===== src/rtl/ysyx_23060124_issue_pkg.sv =====
// Shared definitions for the issue controller slice.
//   NR_REGS_DEF : architectural GPR count (RV32E)
//   RW_DEF      : register index width
//   CNT_W_DEF   : width of one scoreboard counter (max 2^CNT_W-1 writers in flight)
//   state_e     : issue FSM states
package ysyx_23060124_issue_pkg;

  localparam int NR_REGS_DEF = 16;
  localparam int RW_DEF      = $clog2(NR_REGS_DEF);
  localparam int CNT_W_DEF   = 2;

  typedef enum logic [1:0] {
    ST_RUN     = 2'd0,  // normal issue
    ST_WAIT_CF = 2'd1,  // control-flow instruction issued, waiting for redirect
    ST_DRAIN   = 2'd2,  // fence.i issued, waiting for the pipeline to empty
    ST_IFLUSH  = 2'd3   // I-cache flush requested, waiting for completion
  } state_e;

endpackage


===== src/rtl/ysyx_23060124_scoreboard.sv =====
// Per-register count of in-flight GPR writes.
// Ports:
//   clock, reset             : clock and synchronous active-high reset
//   inc_valid / inc_idx      : one more writer of inc_idx has issued
//   dec_valid / dec_idx      : one writer of dec_idx has committed
//   rd1_idx / rd1_cnt        : read port 1 (registered count)
//   rd2_idx / rd2_cnt        : read port 2 (registered count)
//   sat_idx / sat            : counter of sat_idx is at its maximum
//   all_zero                 : no writes in flight anywhere
// Register 0 is never tracked; its counter stays at 0.
module ysyx_23060124_scoreboard
  import ysyx_23060124_issue_pkg::*;
#(
  parameter int  NR_REGS = NR_REGS_DEF,
  parameter int  CNT_W   = CNT_W_DEF,
  localparam int RW      = $clog2(NR_REGS)
) (
  input  logic             clock,
  input  logic             reset,
  input  logic             inc_valid,
  input  logic [RW-1:0]    inc_idx,
  input  logic             dec_valid,
  input  logic [RW-1:0]    dec_idx,
  input  logic [RW-1:0]    rd1_idx,
  output logic [CNT_W-1:0] rd1_cnt,
  input  logic [RW-1:0]    rd2_idx,
  output logic [CNT_W-1:0] rd2_cnt,
  input  logic [RW-1:0]    sat_idx,
  output logic             sat,
  output logic             all_zero
);

  localparam logic [CNT_W-1:0] CNT_MAX = '1;

  logic [CNT_W-1:0] cnt_q [NR_REGS];
  logic [CNT_W-1:0] cnt_d [NR_REGS];

  always_comb begin
    for (int i = 0; i < NR_REGS; i++) begin
      cnt_d[i] = cnt_q[i];
      if (i != 0) begin
        // A simultaneous increment and decrement of one entry cancel out.
        if (inc_valid && inc_idx == RW'(i) && !(dec_valid && dec_idx == RW'(i))) begin
          if (cnt_q[i] != CNT_MAX) cnt_d[i] = cnt_q[i] + 1'b1;
        end else if (dec_valid && dec_idx == RW'(i) && !(inc_valid && inc_idx == RW'(i))) begin
          // Underflow is illegal; hold at zero rather than wrap.
          if (cnt_q[i] != '0) cnt_d[i] = cnt_q[i] - 1'b1;
        end
      end
    end
  end

  always_ff @(posedge clock) begin
    for (int i = 0; i < NR_REGS; i++) begin
      if (reset) cnt_q[i] <= '0;
      else       cnt_q[i] <= cnt_d[i];
    end
  end

  always_comb begin
    all_zero = 1'b1;
    for (int i = 0; i < NR_REGS; i++) begin
      if (cnt_q[i] != '0) all_zero = 1'b0;
    end
  end

  assign rd1_cnt = cnt_q[rd1_idx];
  assign rd2_cnt = cnt_q[rd2_idx];
  assign sat     = (cnt_q[sat_idx] == CNT_MAX);

endmodule


===== src/rtl/ysyx_23060124_issue_ctrl.sv =====
// Issue controller between decode and execute.
// Owns the ID/EX valid bit, stalls on RAW hazards and writer saturation via a
// scoreboard, serialises control-flow instructions until redirect and
// sequences fence.i (drain -> I-cache flush -> wait for completion).
// Ports:
//   clock, reset                      : clock, synchronous active-high reset
//   in_valid/in_ready                 : decoded instruction handshake
//   in_rs1/in_rs2/in_rd/in_wen        : operand and destination indices
//   in_ctrl, in_fence_i               : instruction class
//   id_load                           : load enable for the ID/EX payload register
//   out_valid/out_ready               : ID/EX -> EXU handshake
//   wb_valid/wb_rd                    : GPR write commit
//   redirect_valid                    : control instruction resolved
//   icache_flush/fencei_done          : I-cache flush request / completion
//   flush_if                          : discard fetched/decoded instruction
module ysyx_23060124_issue_ctrl
  import ysyx_23060124_issue_pkg::*;
#(
  parameter int  NR_REGS = NR_REGS_DEF,
  parameter int  CNT_W   = CNT_W_DEF,
  localparam int RW      = $clog2(NR_REGS)
) (
  input  logic          clock,
  input  logic          reset,
  input  logic          in_valid,
  output logic          in_ready,
  input  logic [RW-1:0] in_rs1,
  input  logic [RW-1:0] in_rs2,
  input  logic [RW-1:0] in_rd,
  input  logic          in_wen,
  input  logic          in_ctrl,
  input  logic          in_fence_i,
  output logic          id_load,
  output logic          out_valid,
  input  logic          out_ready,
  input  logic          wb_valid,
  input  logic [RW-1:0] wb_rd,
  input  logic          redirect_valid,
  output logic          icache_flush,
  input  logic          fencei_done,
  output logic          flush_if
);

  state_e           state_q, state_d;
  logic             out_valid_q, out_valid_d;
  logic [CNT_W-1:0] rs1_cnt, rs2_cnt;
  logic             rd_sat, sb_all_zero;
  logic             slot, hz, issue;

  ysyx_23060124_scoreboard #(
    .NR_REGS (NR_REGS),
    .CNT_W   (CNT_W)
  ) u_sb (
    .clock     (clock),
    .reset     (reset),
    .inc_valid (issue && in_wen && in_rd != '0),
    .inc_idx   (in_rd),
    .dec_valid (wb_valid && wb_rd != '0),
    .dec_idx   (wb_rd),
    .rd1_idx   (in_rs1),
    .rd1_cnt   (rs1_cnt),
    .rd2_idx   (in_rs2),
    .rd2_cnt   (rs2_cnt),
    .sat_idx   (in_rd),
    .sat       (rd_sat),
    .all_zero  (sb_all_zero)
  );

  // Hazards look only at registered counts: a write-back in this cycle does
  // not release a dependent instruction until the next cycle.
  assign slot  = !out_valid_q || out_ready;
  assign hz    = (in_rs1 != '0 && rs1_cnt != '0)
              || (in_rs2 != '0 && rs2_cnt != '0)
              || (in_wen && in_rd != '0 && rd_sat);
  assign issue = in_valid && slot && !hz && (state_q == ST_RUN);

  assign in_ready  = issue;
  assign id_load   = issue;
  assign out_valid = out_valid_q;

  always_comb begin
    state_d      = state_q;
    icache_flush = 1'b0;
    flush_if     = 1'b0;
    out_valid_d  = issue ? 1'b1 : (out_ready ? 1'b0 : out_valid_q);
    case (state_q)
      ST_RUN: begin
        if (issue && in_ctrl)         state_d = ST_WAIT_CF;
        else if (issue && in_fence_i) state_d = ST_DRAIN;
      end
      ST_WAIT_CF: begin
        if (redirect_valid) begin
          flush_if = 1'b1;
          state_d  = ST_RUN;
        end
      end
      ST_DRAIN: begin
        // Drained once the ID/EX slot is empty and no write is outstanding.
        if (!out_valid_q && sb_all_zero) begin
          icache_flush = 1'b1;
          state_d      = ST_IFLUSH;
        end
      end
      ST_IFLUSH: begin
        if (fencei_done) begin
          flush_if = 1'b1;
          state_d  = ST_RUN;
        end
      end
      default: state_d = ST_RUN;
    endcase
  end

  always_ff @(posedge clock) begin
    if (reset) begin
      state_q     <= ST_RUN;
      out_valid_q <= 1'b0;
    end else begin
      state_q     <= state_d;
      out_valid_q <= out_valid_d;
    end
  end

endmodule


===== config.mk =====
export PLATFORM = sky130hd
export DESIGN_NAME = ysyx_23060124_issue_ctrl
export DESIGN_NICKNAME = d
export VERILOG_FILES = /design/src/rtl/ysyx_23060124_issue_pkg.sv /design/src/rtl/ysyx_23060124_scoreboard.sv /design/src/rtl/ysyx_23060124_issue_ctrl.sv
export SDC_FILE = /design/constraint.sdc
export NUM_CORES = 1
export LEC_CHECK = 0
export BUFFER_PORTS_ARGS = -buffer_cell sky130_fd_sc_hd__buf_4
export CAP_MARGIN = 20
export CORE_ASPECT_RATIO = 1.75
export CORE_MARGIN = 5
export CORE_UTILIZATION = 35
export DETAILED_ROUTE_END_ITERATION = 10
export PLACE_DENSITY = 0.59
export SETUP_SLACK_MARGIN = 0.05
export SLEW_MARGIN = 20
export SYNTH_ARGS = -nofsm -noshare
export SYNTH_HDL_FRONTEND = slang
export SYNTH_HIERARCHICAL = 1
export SYNTH_SLANG_ARGS = --single-unit

===== constraint.sdc =====
create_clock -name clock -period 9.56 [get_ports clock]
set_input_delay 1.434 -clock clock [delete_from_list [all_inputs] [get_ports clock]]
set_output_delay 1.434 -clock clock [all_outputs]
set_load 0.01 [all_outputs]

; ---- After elaboration in Yosys (flattened, before gate mapping)
; Memory sizes are Yosys's and may differ from the RTL's.
; Cells that the tools add are included.
[classes]
n_addsub = 30
n_mux = 108
n_bitwise = 16
n_reduce_logical = 133
eq_ne = 53
[ops]
columns = cell, count
row1 = $mux 2, 81
row2 = $logic_and 1x1->1, 73
row3 = $eq 4x4->1 const B, 16
row4 = $reduce_bool 2->1, 19
row5 = $ne 2x2->1 const B, 18
row6 = $eq 4x3->1 const B, 8
row7 = $logic_not 1->1, 32
row8 = $add 2x1->2 const B, 15
row9 = $sub 2x1->2 const B, 15
row10 = $mux 1, 25
row11 = $eq 4x2->1 const B, 4
row12 = $or 1x1->1, 16
row13 = $reduce_bool 4->1, 4
row14 = $eq 4x1->1 const B, 2
row15 = $pmux 2 s4, 1
row16 = $eq 2x2->1 const B, 3
row17 = $reduce_and 4->1, 1
row18 = $logic_or 1x1->1, 3
row19 = $ne 3x1->1 const B, 1
row20 = $eq 2x1->1 const B, 1
row21 = $logic_not 2->1, 1
row22 = $pmux 1 s2, 1
[word_totals]
mem_count = 1
input_bits = 26
reg_bits = 3
mem_bits_rw = 32
out_inout_bits = 5
wordCells = 343
[memory_table]
columns = name, depth, width, rd, rd_ports_with_merged_regs, wr, line
row1 = u_sb.cnt_q, 16, 2, 19, 0, 16, ysyx_23060124_scoreboard.sv:35  ; logic [CNT_W-1:0] cnt_q [NR_REGS];

; ---- Logic depth before layout (Yosys ltp)
; Gate-level depths: netlist of the first run.
[logic_depth]
ltp_word = 20
depth_mapped = 16

; ---- Cells and area by module
; The synthesis of the first run kept the hierarchy.
[by_module_without_submodules]
columns = module, cells_each, area_each_um2, instances, seq_area_each_um2
row1 = ysyx_23060124_scoreboard, 317, 2503.7, 1, 600.6
row2 = ysyx_23060124_issue_ctrl, 32, 251.5, 1, 60.1

; ---- Worst setup path after synthesis of the first run
; Ideal clock, no wire load.
[synth_path]
kind = input to output
start = input port in_rs2[0]
end = output port in_ready
stages = 8
n_path_buf = 2
arrival_time_ns = 3.361
required_ns = 8.126
slack_ns = 4.765
path_cell_list = buf_6 -> mux4_1 -> mux4_2 -> nor2_1 -> o2111ai_1 -> a311o_1 -> inv_1 -> buf_4
[synth_between]
elab_chain_cells = 8
[synth_rtl]
columns = item, line
row1 = from (decl), ysyx_23060124_issue_ctrl.sv:28  ; input logic [RW-1:0] in_rs2,
row2 = $mem_v2 16x2, n/a
row3 = via rs2_cnt[1], ysyx_23060124_issue_ctrl.sv:46  ; logic [CNT_W-1:0] rs1_cnt, rs2_cnt;
row4 = $reduce_bool 2->1, ysyx_23060124_issue_ctrl.sv:73  ; || (in_rs2 != '0 && rs2_cnt != '0)
row5 = $logic_and 1x1->1, ysyx_23060124_issue_ctrl.sv:73
row6 = $logic_or 1x1->1, ysyx_23060124_issue_ctrl.sv:73
row7 = $logic_or 1x1->1, ysyx_23060124_issue_ctrl.sv:74  ; || (in_wen && in_rd != '0 && rd_sat);
row8 = $logic_not 1->1, ysyx_23060124_issue_ctrl.sv:75  ; assign issue = in_valid && slot && !hz && (state_q == ST_RUN);
row9 = $logic_and 1x1->1 (2 in a row), ysyx_23060124_issue_ctrl.sv:75
row10 = to (decl), ysyx_23060124_issue_ctrl.sv:26  ; output logic in_ready,
; The timed path passes the listed nets, and every way through them passes these cells.

; ---- Worst setup path in the final report of the first run
[layout_path]
start = input port in_rs2[0]
end = output port id_load
[layout_between]
elab_chain_cells = 8
[layout_rtl]
columns = item, line
row1 = $mem_v2 16x2, n/a
row2 = via rs2_cnt[1], ysyx_23060124_issue_ctrl.sv:46
row3 = $reduce_bool 2->1, ysyx_23060124_issue_ctrl.sv:73
row4 = $logic_and 1x1->1, ysyx_23060124_issue_ctrl.sv:73
row5 = $logic_or 1x1->1, ysyx_23060124_issue_ctrl.sv:73
row6 = $logic_or 1x1->1, ysyx_23060124_issue_ctrl.sv:74
row7 = $logic_not 1->1, ysyx_23060124_issue_ctrl.sv:75
row8 = $logic_and 1x1->1 (2 in a row), ysyx_23060124_issue_ctrl.sv:75
row9 = to (decl), ysyx_23060124_issue_ctrl.sv:33  ; output logic id_load,
; The timed path passes the listed nets, and every way through them passes these cells.

==> flow_metrics.env, run 1 <==
export IMPL_net_switching_power_mw=0.0910
export IMPL_die_y_um=127
export IMPL_hold_removal_path_class="reg -> reg"
export IMPL_syn_area_um2=2760
export IMPL_ys_ff_latch=33
export IMPL_dp_cells=455
export IMPL_ys_types=45
export IMPL_row_count=42
export IMPL_status="complete, no violations"
export IMPL_detailedRoute_firstPassIterationCount=6
export IMPL_timing_final_hold_violations=0
export IMPL_final_setup_skew_ps=5.38
export IMPL_synth_area_per_cell_um2=7.89
export IMPL_remaining_antenna_violation_count=0
export IMPL_p_per_area_nw_per_um2=118
export IMPL_portion_of_total_power_attributed_to_sequential_cells=0.368
export IMPL_antenna_found_initial=0
export IMPL_synth_nets=389
export IMPL_synth_warning_count=6
export IMPL_maxSlewHeadroom=0.608
export IMPL_unrepaired_setup_endpoints_after_global_routing="false"
export IMPL_async_flop_share=0
export IMPL_final_period_minus_worst_setup_slack_ps=4930
export IMPL_fp_dieW_um=77.1
export IMPL_via_count=2812
export IMPL_place_gp_congestion=0.871
export IMPL_clock_insertion_delay_worst_skew_ps=290
export IMPL_vdd_ir_drop_worst_v=0.0000656
export IMPL_antennaDiodeCount=0
export IMPL_static_leakage_power_nw=1.13
export IMPL_detail_route_wirelength_mm=8.22
export IMPL_clkPwrFrac=0.518
export IMPL_timing_max_cap_violations=0
export IMPL_hpwlAfterDp_mm=6.28
export IMPL_route_detailed_drc=0
export IMPL_global_route_overflow_total=0
export IMPL_cts_tree="done"
export IMPL_path_class="in -> out"
export IMPL_first_pass_grt_wire_length_mm=13.0
export IMPL_timing_critical_path_arrival_ps=3490
export IMPL_first_global_vias=2561
export IMPL_power_combinational_fraction=0.115
export IMPL_ioPinCount=31
export IMPL_synth_edf_count=0
export IMPL_clkSlewWorstSetupHoldPaths_ps=60
export IMPL_area_growth_syn_to_layout_pct=16.2
export IMPL_clock_path_buffers=2
export IMPL_total_power_mw=0.379
export IMPL_synth_cells=349
export IMPL_synth_yosys_seq_area_share=0.240
export IMPL_final_max_slew_viol_count=0
export IMPL_layout_worst_path_cycle_share=0.515
export IMPL_p_int_mw=0.288
export IMPL_grt_max_degree=35
export IMPL_setup_violations_final=0
export IMPL_worst_pin_slew_ps=581
export IMPL_crit_end_element="output pin"
export IMPL_post_cts_resized_instances=0
export IMPL_clock_tree_htree_level_count=2
export IMPL_cts_root_buffer_cell="sky130_fd_sc_hd__clkbuf_16"
export IMPL_preCtsSetupSlack_ps=4580
export IMPL_max_clock_freq_mhz=203
export IMPL_fraction_of_final_layout_cells_sized_beyond_drive_strength_1=0.152
export IMPL_worstPathRequired_ps=8130
export IMPL_overall_die_area_um2=9820
export IMPL_start_util=0.362
export IMPL_critical_path_peak_fanout=11
export IMPL_viasPerCell=6.07
export IMPL_cts_setup_buffers=0
export IMPL_hold_worst_slack_ps=525
export IMPL_number_of_buffers_created_by_cts=5
export IMPL_tns_ps=0
export IMPL_finalNetCount=414
export IMPL_drt_wirelength_per_cell_um=17.8
export IMPL_switching_share_of_power=0.240
export IMPL_postLayoutSetupSlackWorst_ps=4630
export IMPL_cts_num_sinks=33
export IMPL_crit_path_start_kind="input pin"
export IMPL_first_drt_iteration_drcs=342
export IMPL_most_frequently_used_flop_master_after_synthesis="sky130_fd_sc_hd__dfxtp_1"
export IMPL_finalNonFillerCells=463
export IMPL_global_route_usage_total=0.167
export IMPL_ctsHoldBuffers=0
export IMPL_numPortBuffers=30
export IMPL_core_region_area_um2=7620
## cells by family (layout without fill, tap and decap cells)
kind of cell	after synthesis	after routing	share of synthesized area
adder cells (fa/ha/maj)	14	14	0.0636
AND/OR/NAND/NOR	151	151	0.277
flip-flops	33	33	0.240
buffers and inverters	24	50	0.0404
AO/OA/AOI/OAI	106	106	0.230
multiplexers	21	21	0.150
## layout by cell type, fill, tap and decap left out, types with 2 or more instances in the layout
| cell type | n |
|---|---|
| sky130_fd_sc_hd__o22ai_1 | 9 |
| sky130_fd_sc_hd__nand3_1 | 11 |
| sky130_fd_sc_hd__nor2b_1 | 9 |
| sky130_fd_sc_hd__a31oi_1 | 4 |
| sky130_fd_sc_hd__nor3_1 | 8 |
| sky130_fd_sc_hd__dfxtp_1 | 33 |
| sky130_fd_sc_hd__nor2_1 | 43 |
| sky130_fd_sc_hd__o2111ai_1 | 3 |
| sky130_fd_sc_hd__o31ai_1 | 2 |
| sky130_fd_sc_hd__a211oi_1 | 2 |
| sky130_fd_sc_hd__nand2b_1 | 21 |
| sky130_fd_sc_hd__and3b_1 | 2 |
| sky130_fd_sc_hd__mux2_2 | 4 |
| sky130_fd_sc_hd__a21o_1 | 6 |
| sky130_fd_sc_hd__buf_4 | 30 |
| sky130_fd_sc_hd__nand4_1 | 2 |
| sky130_fd_sc_hd__ha_1 | 14 |
| sky130_fd_sc_hd__a21oi_1 | 30 |
| sky130_fd_sc_hd__a21oi_2 | 2 |
| sky130_fd_sc_hd__mux4_1 | 6 |
| sky130_fd_sc_hd__o21ai_0 | 38 |
| sky130_fd_sc_hd__mux2i_1 | 3 |
| sky130_fd_sc_hd__clkbuf_16 | 5 |
| sky130_fd_sc_hd__mux4_2 | 8 |
| sky130_fd_sc_hd__nand3b_1 | 4 |
| sky130_fd_sc_hd__o211ai_1 | 2 |
| sky130_fd_sc_hd__nor3b_1 | 4 |
| sky130_fd_sc_hd__a221oi_1 | 2 |
| sky130_fd_sc_hd__nor4_1 | 9 |
| sky130_fd_sc_hd__inv_1 | 12 |
| sky130_fd_sc_hd__nand2_1 | 32 |
## metrics by stage
stage               utilization  cell area, µm²
global placement          0.397            3020
CTS                       0.420            3200
finish                    0.420            3200
floorplan                     -            2760
detailed placement        0.397            3020
global route              0.420            3200
## worst max-delay path: stages
cell,delay (ps)
sky130_fd_sc_hd__buf_4,160
sky130_fd_sc_hd__mux4_1,570
sky130_fd_sc_hd__mux4_2,470
sky130_fd_sc_hd__nor2_1,120
sky130_fd_sc_hd__o2111ai_1,130
sky130_fd_sc_hd__a311o_1,380
sky130_fd_sc_hd__inv_1,100
sky130_fd_sc_hd__buf_4,120
## final cells by class
cell class                 count  area, µm²
tap                           88        110
sequential                    33        661
timing repair buffer          30        225
clock buffer                   6        139
inverter                      12       45.0
fill                         753       4420
multi-input combinational    292       1980
clock inverter                 2       37.5
## cell usage after synthesis (2+ instances only)
cell / number / area share
sky130_fd_sc_hd__a211oi_1: 2 / 0.0054
sky130_fd_sc_hd__dfxtp_1: 33 / 0.24
sky130_fd_sc_hd__clkbuf_1: 7 / 0.0095
sky130_fd_sc_hd__nand3b_1: 4 / 0.011
sky130_fd_sc_hd__o31ai_1: 2 / 0.0054
sky130_fd_sc_hd__ha_1: 14 / 0.064
sky130_fd_sc_hd__inv_1: 12 / 0.016
sky130_fd_sc_hd__mux2_2: 4 / 0.016
sky130_fd_sc_hd__buf_2: 2 / 0.0036
sky130_fd_sc_hd__o211ai_1: 2 / 0.0054
sky130_fd_sc_hd__nor4_1: 9 / 0.020
sky130_fd_sc_hd__nand3_1: 11 / 0.020
sky130_fd_sc_hd__a21oi_1: 30 / 0.054
sky130_fd_sc_hd__nand2_1: 32 / 0.044
sky130_fd_sc_hd__a21o_1: 6 / 0.016
sky130_fd_sc_hd__mux4_1: 6 / 0.057
sky130_fd_sc_hd__nor3b_1: 4 / 0.011
sky130_fd_sc_hd__nor3_1: 8 / 0.015
sky130_fd_sc_hd__nor2_1: 43 / 0.059
sky130_fd_sc_hd__a21oi_2: 2 / 0.0064
sky130_fd_sc_hd__o22ai_1: 9 / 0.020
sky130_fd_sc_hd__a221oi_1: 2 / 0.0064
sky130_fd_sc_hd__nand2b_1: 21 / 0.048
sky130_fd_sc_hd__mux4_2: 8 / 0.065
sky130_fd_sc_hd__and3b_1: 2 / 0.0064
sky130_fd_sc_hd__nand4_1: 2 / 0.0045
sky130_fd_sc_hd__a31oi_1: 4 / 0.0091
sky130_fd_sc_hd__mux2i_1: 3 / 0.011
sky130_fd_sc_hd__buf_6: 2 / 0.0082
sky130_fd_sc_hd__nor2b_1: 9 / 0.020
sky130_fd_sc_hd__o2111ai_1: 3 / 0.0095
sky130_fd_sc_hd__o21ai_0: 38 / 0.069
## per-layer routing
layer,global-route usage,wire [µm],share of wire,up-vias
met4,0.106,459,0.056,0
li1,-,-,-,1357
met2,0.311,4350,0.53,121
met3,0.0373,498,0.061,32
met1,0.163,2910,0.35,1302
met5,0,0,0,-
## flip-flops by register name, indices dropped and copies added (netlist names)
name	count
u_sb/cnt_q	30
out_valid	1
state_q	2
## worst paths after layout
check                endpoint              from  slack [ps]  depth (start not counted)
min reg2reg         out_valid         out_valid         530                          2
max                   id_load         in_rs2[0]        4630                          8
max reg2reg  u_sb/cnt_q[8][1]  u_sb/cnt_q[6][0]        5830                         13
min                 out_valid         out_valid         530                          2
## power groups by stage
stage	combinational (mW)	sequential, mW	clock (mW)
2_1_floorplan	0.0249	0.142	0
3_3_place_gp	0.0428	0.142	0
3_5_place_dp	0.0435	0.142	0
4_1_cts	0.0437	0.139	0.200
5_1_grt	0.0479	0.139	0.206
6_report	0.0435	0.139	0.196
Power figures use the tool's default switching activity.
==> run 2, diff against run 1 <==
Clock period 9.56 ns to 4.6 ns, I/O delays scaled along.
==> flow_metrics.env, run 2 (synthesis results as in run 1) <==
export IMPL_status="complete, no violations"
export IMPL_detail_route_wirelength_mm=8.57
export IMPL_die_y_um=127
export IMPL_row_count=42
export IMPL_unrepaired_setup_endpoints_after_global_routing="false"
export IMPL_grt_max_degree=35
export IMPL_cts_root_buffer_cell="sky130_fd_sc_hd__clkbuf_16"
export IMPL_filler_cells=803
export IMPL_finalInstanceArea_um2=3230
export IMPL_hold_removal_path_class="reg -> reg"
export IMPL_core_region_area_um2=7620
export IMPL_min_path_cells=2
export IMPL_layout_worst_path_cycle_share=0.854
export IMPL_crit_chain="buf_4 > mux4_1 > mux4_2 > nor2_1 > o2111ai_1 > a311o_1 > nor2_1 > or3b_2 > nor2_1 > ha_1 > nand2b_1 > o22ai_1 > a21oi_1 > nor2_1"
export IMPL_global_route_overflow_total=0
export IMPL_slowest_delay_ps=590
export IMPL_final_period_minus_worst_setup_slack_ps=3930
export IMPL_most_common_layout_cells="sky130_fd_sc_hd__nor2_1, sky130_fd_sc_hd__o21ai_0, sky130_fd_sc_hd__buf_4, sky130_fd_sc_hd__dfxtp_1, sky130_fd_sc_hd__nand2_1"
export IMPL_first_global_vias=2670
export IMPL_min_from="out_valid"
export IMPL_via_count=2762
export IMPL_final_max_slew_viol_count=0
export IMPL_critical_path_peak_fanout=11
export IMPL_start_util=0.362
export IMPL_most_frequent_cell_on_the_critical_path="sky130_fd_sc_hd__nor2_1"
export IMPL_final_setup_skew_ps=3.55
export IMPL_vdd_ir_drop_worst_v=0.000159
export IMPL_worstPathRequired_ps=4810
export IMPL_route_detailed_drc=0
export IMPL_fp_dieW_um=77.1
export IMPL_post_layout_util=0.423
export IMPL_crit_end_element="flip-flop"
export IMPL_remaining_antenna_violation_count=0
export IMPL_cts_num_sinks=33
export IMPL_met2_usage=0.317
export IMPL_largest_register="u_sb/cnt_q"
export IMPL_placedInstanceArea_um2=3080
export IMPL_cts_tree="done"
export IMPL_met3_usage=0.0296
export IMPL_critical_path_slowest_cell="sky130_fd_sc_hd__mux4_1"
export IMPL_number_of_flip_flops_in_the_largest_register=30
export IMPL_detailedRoute_firstPassIterationCount=4
export IMPL_cts_setup_buffers=0
export IMPL_final_common_cell="sky130_fd_sc_hd__nor2_1"
export IMPL_max_clock_freq_mhz=254
export IMPL_path_class="in -> reg"
export IMPL_global_route_usage_total=0.175
export IMPL_drt_wirelength_per_cell_um=18.2
export IMPL_clock_tree_htree_level_count=2
export IMPL_overall_die_area_um2=9820
export IMPL_first_drt_iteration_drcs=241
export IMPL_clock_path_buffers=2
export IMPL_place_gp_congestion=0.892
export IMPL_reg2reg_slack_ps=890
export IMPL_worst_pin_slew_ps=642
export IMPL_antennaDiodeCount=0
export IMPL_clkSlewWorstSetupHoldPaths_ps=60
export IMPL_number_of_buffers_created_by_cts=5
export IMPL_hpwlAfterDp_mm=6.67
export IMPL_maxSlewHeadroom=0.567
export IMPL_clock_insertion_delay_worst_skew_ps=280
export IMPL_preCtsSetupSlack_ps=409
export IMPL_numPortBuffers=30
export IMPL_crit_path_start_kind="input pin"
export IMPL_timing_max_cap_violations=0
export IMPL_timing_critical_path_arrival_ps=4150
export IMPL_postLayoutSetupSlackWorst_ps=670
export IMPL_area_growth_syn_to_layout_pct=17.1
export IMPL_setup_violations_final=0
export IMPL_post_cts_resized_instances=0
export IMPL_hold_path_endpoint="out_valid"
export IMPL_p_per_area_nw_per_um2=221
export IMPL_static_leakage_power_nw=1.16
export IMPL_groute_layer_met1_usage=0.172
export IMPL_ioPinCount=31
export IMPL_first_pass_grt_wire_length_mm=13.6
export IMPL_reg2regPathDepth=14
export IMPL_critPathLaunch="in_rs2[0]"
export IMPL_fraction_of_final_layout_cells_sized_beyond_drive_strength_1=0.170
export IMPL_ctsHoldBuffers=0
export IMPL_viasPerCell=5.86
export IMPL_finalNetCount=422
export IMPL_crit_reg2reg_capture="u_sb/cnt_q[8][0]"
export IMPL_antenna_found_initial=0
export IMPL_crit_reg2reg_launch="u_sb/cnt_q[6][0]"
export IMPL_top_usage_layer="met2"
export IMPL_tns_ps=0
export IMPL_timing_final_hold_violations=0
[run 2: cell types whose count changed in the layout (fill, tap and decap cells not counted), sizes merged]
cell	change
buf	+8
clkbuf	-1
bufinv	-1
clkinv	+2
[run 2: routing by layer]
metal,share of wire,vias up,wire length [µm]
met3,0.030,30,259
met1,0.38,1284,3270
met2,0.51,76,4350
li1,-,1372,-
met5,0,-,0
met4,0.081,0,696
[run 2: layout make-up]
cell class,instances,area (µm²),area share
Tap cell,88,110,0.0341
Inverter,12,45.0,0.0140
Clock inverter,3,17.5,0.00543
Clock buffer,5,125,0.0388
Sequential cell,33,661,0.205
Multi-Input combinational cell,292,1980,0.615
Timing Repair Buffer,38,285,0.0884
[run 2: worst max-delay path, delay by kind of cell]
| family | cells | cell delay (ps) |
|---|---|---|
| compound gates | 4 | 690 |
| simple gates | 6 | 1260 |
| buf+inv | 1 | 160 |
| fa+ha+maj | 1 | 270 |
| mux | 2 | 1070 |
[run 2: where the power goes]
part           switching, mW  internal [mW]  leakage (nW)
combinational         0.0506         0.0404         0.827
clock                  0.134          0.198        0.0696
sequential           0.00169          0.288         0.266
total                  0.186          0.526          1.16
[run 2: how the worst max path moves through the flow]
stage	cells past startpoint	slack (ps)	endpoint
after floorplan	13	760	u_sb/cnt_q[4][0]
after global placement	14	540	u_sb/cnt_q[8][1]
after detailed placement	14	410	u_sb/cnt_q[8][0]
after CTS	14	700	u_sb/cnt_q[8][0]
after global routing	13	500	u_sb/cnt_q[4][0]
final	14	670	u_sb/cnt_q[8][0]
[run 2: stage by stage]
| step | std cells | power [mW] | hold WS, ps |
|---|---|---|---|
| 4_1_cts | 471 | 0.720 | 530 |
| 3_5_place_dp | 463 | 0.386 | 519 |
| 5_1_grt | 471 | 0.746 | 556 |
| 6_report | 471 | 0.713 | 531 |
| 3_3_place_gp | 463 | 0.385 | 520 |
| 2_1_floorplan | 349 | 0.347 | 483 |
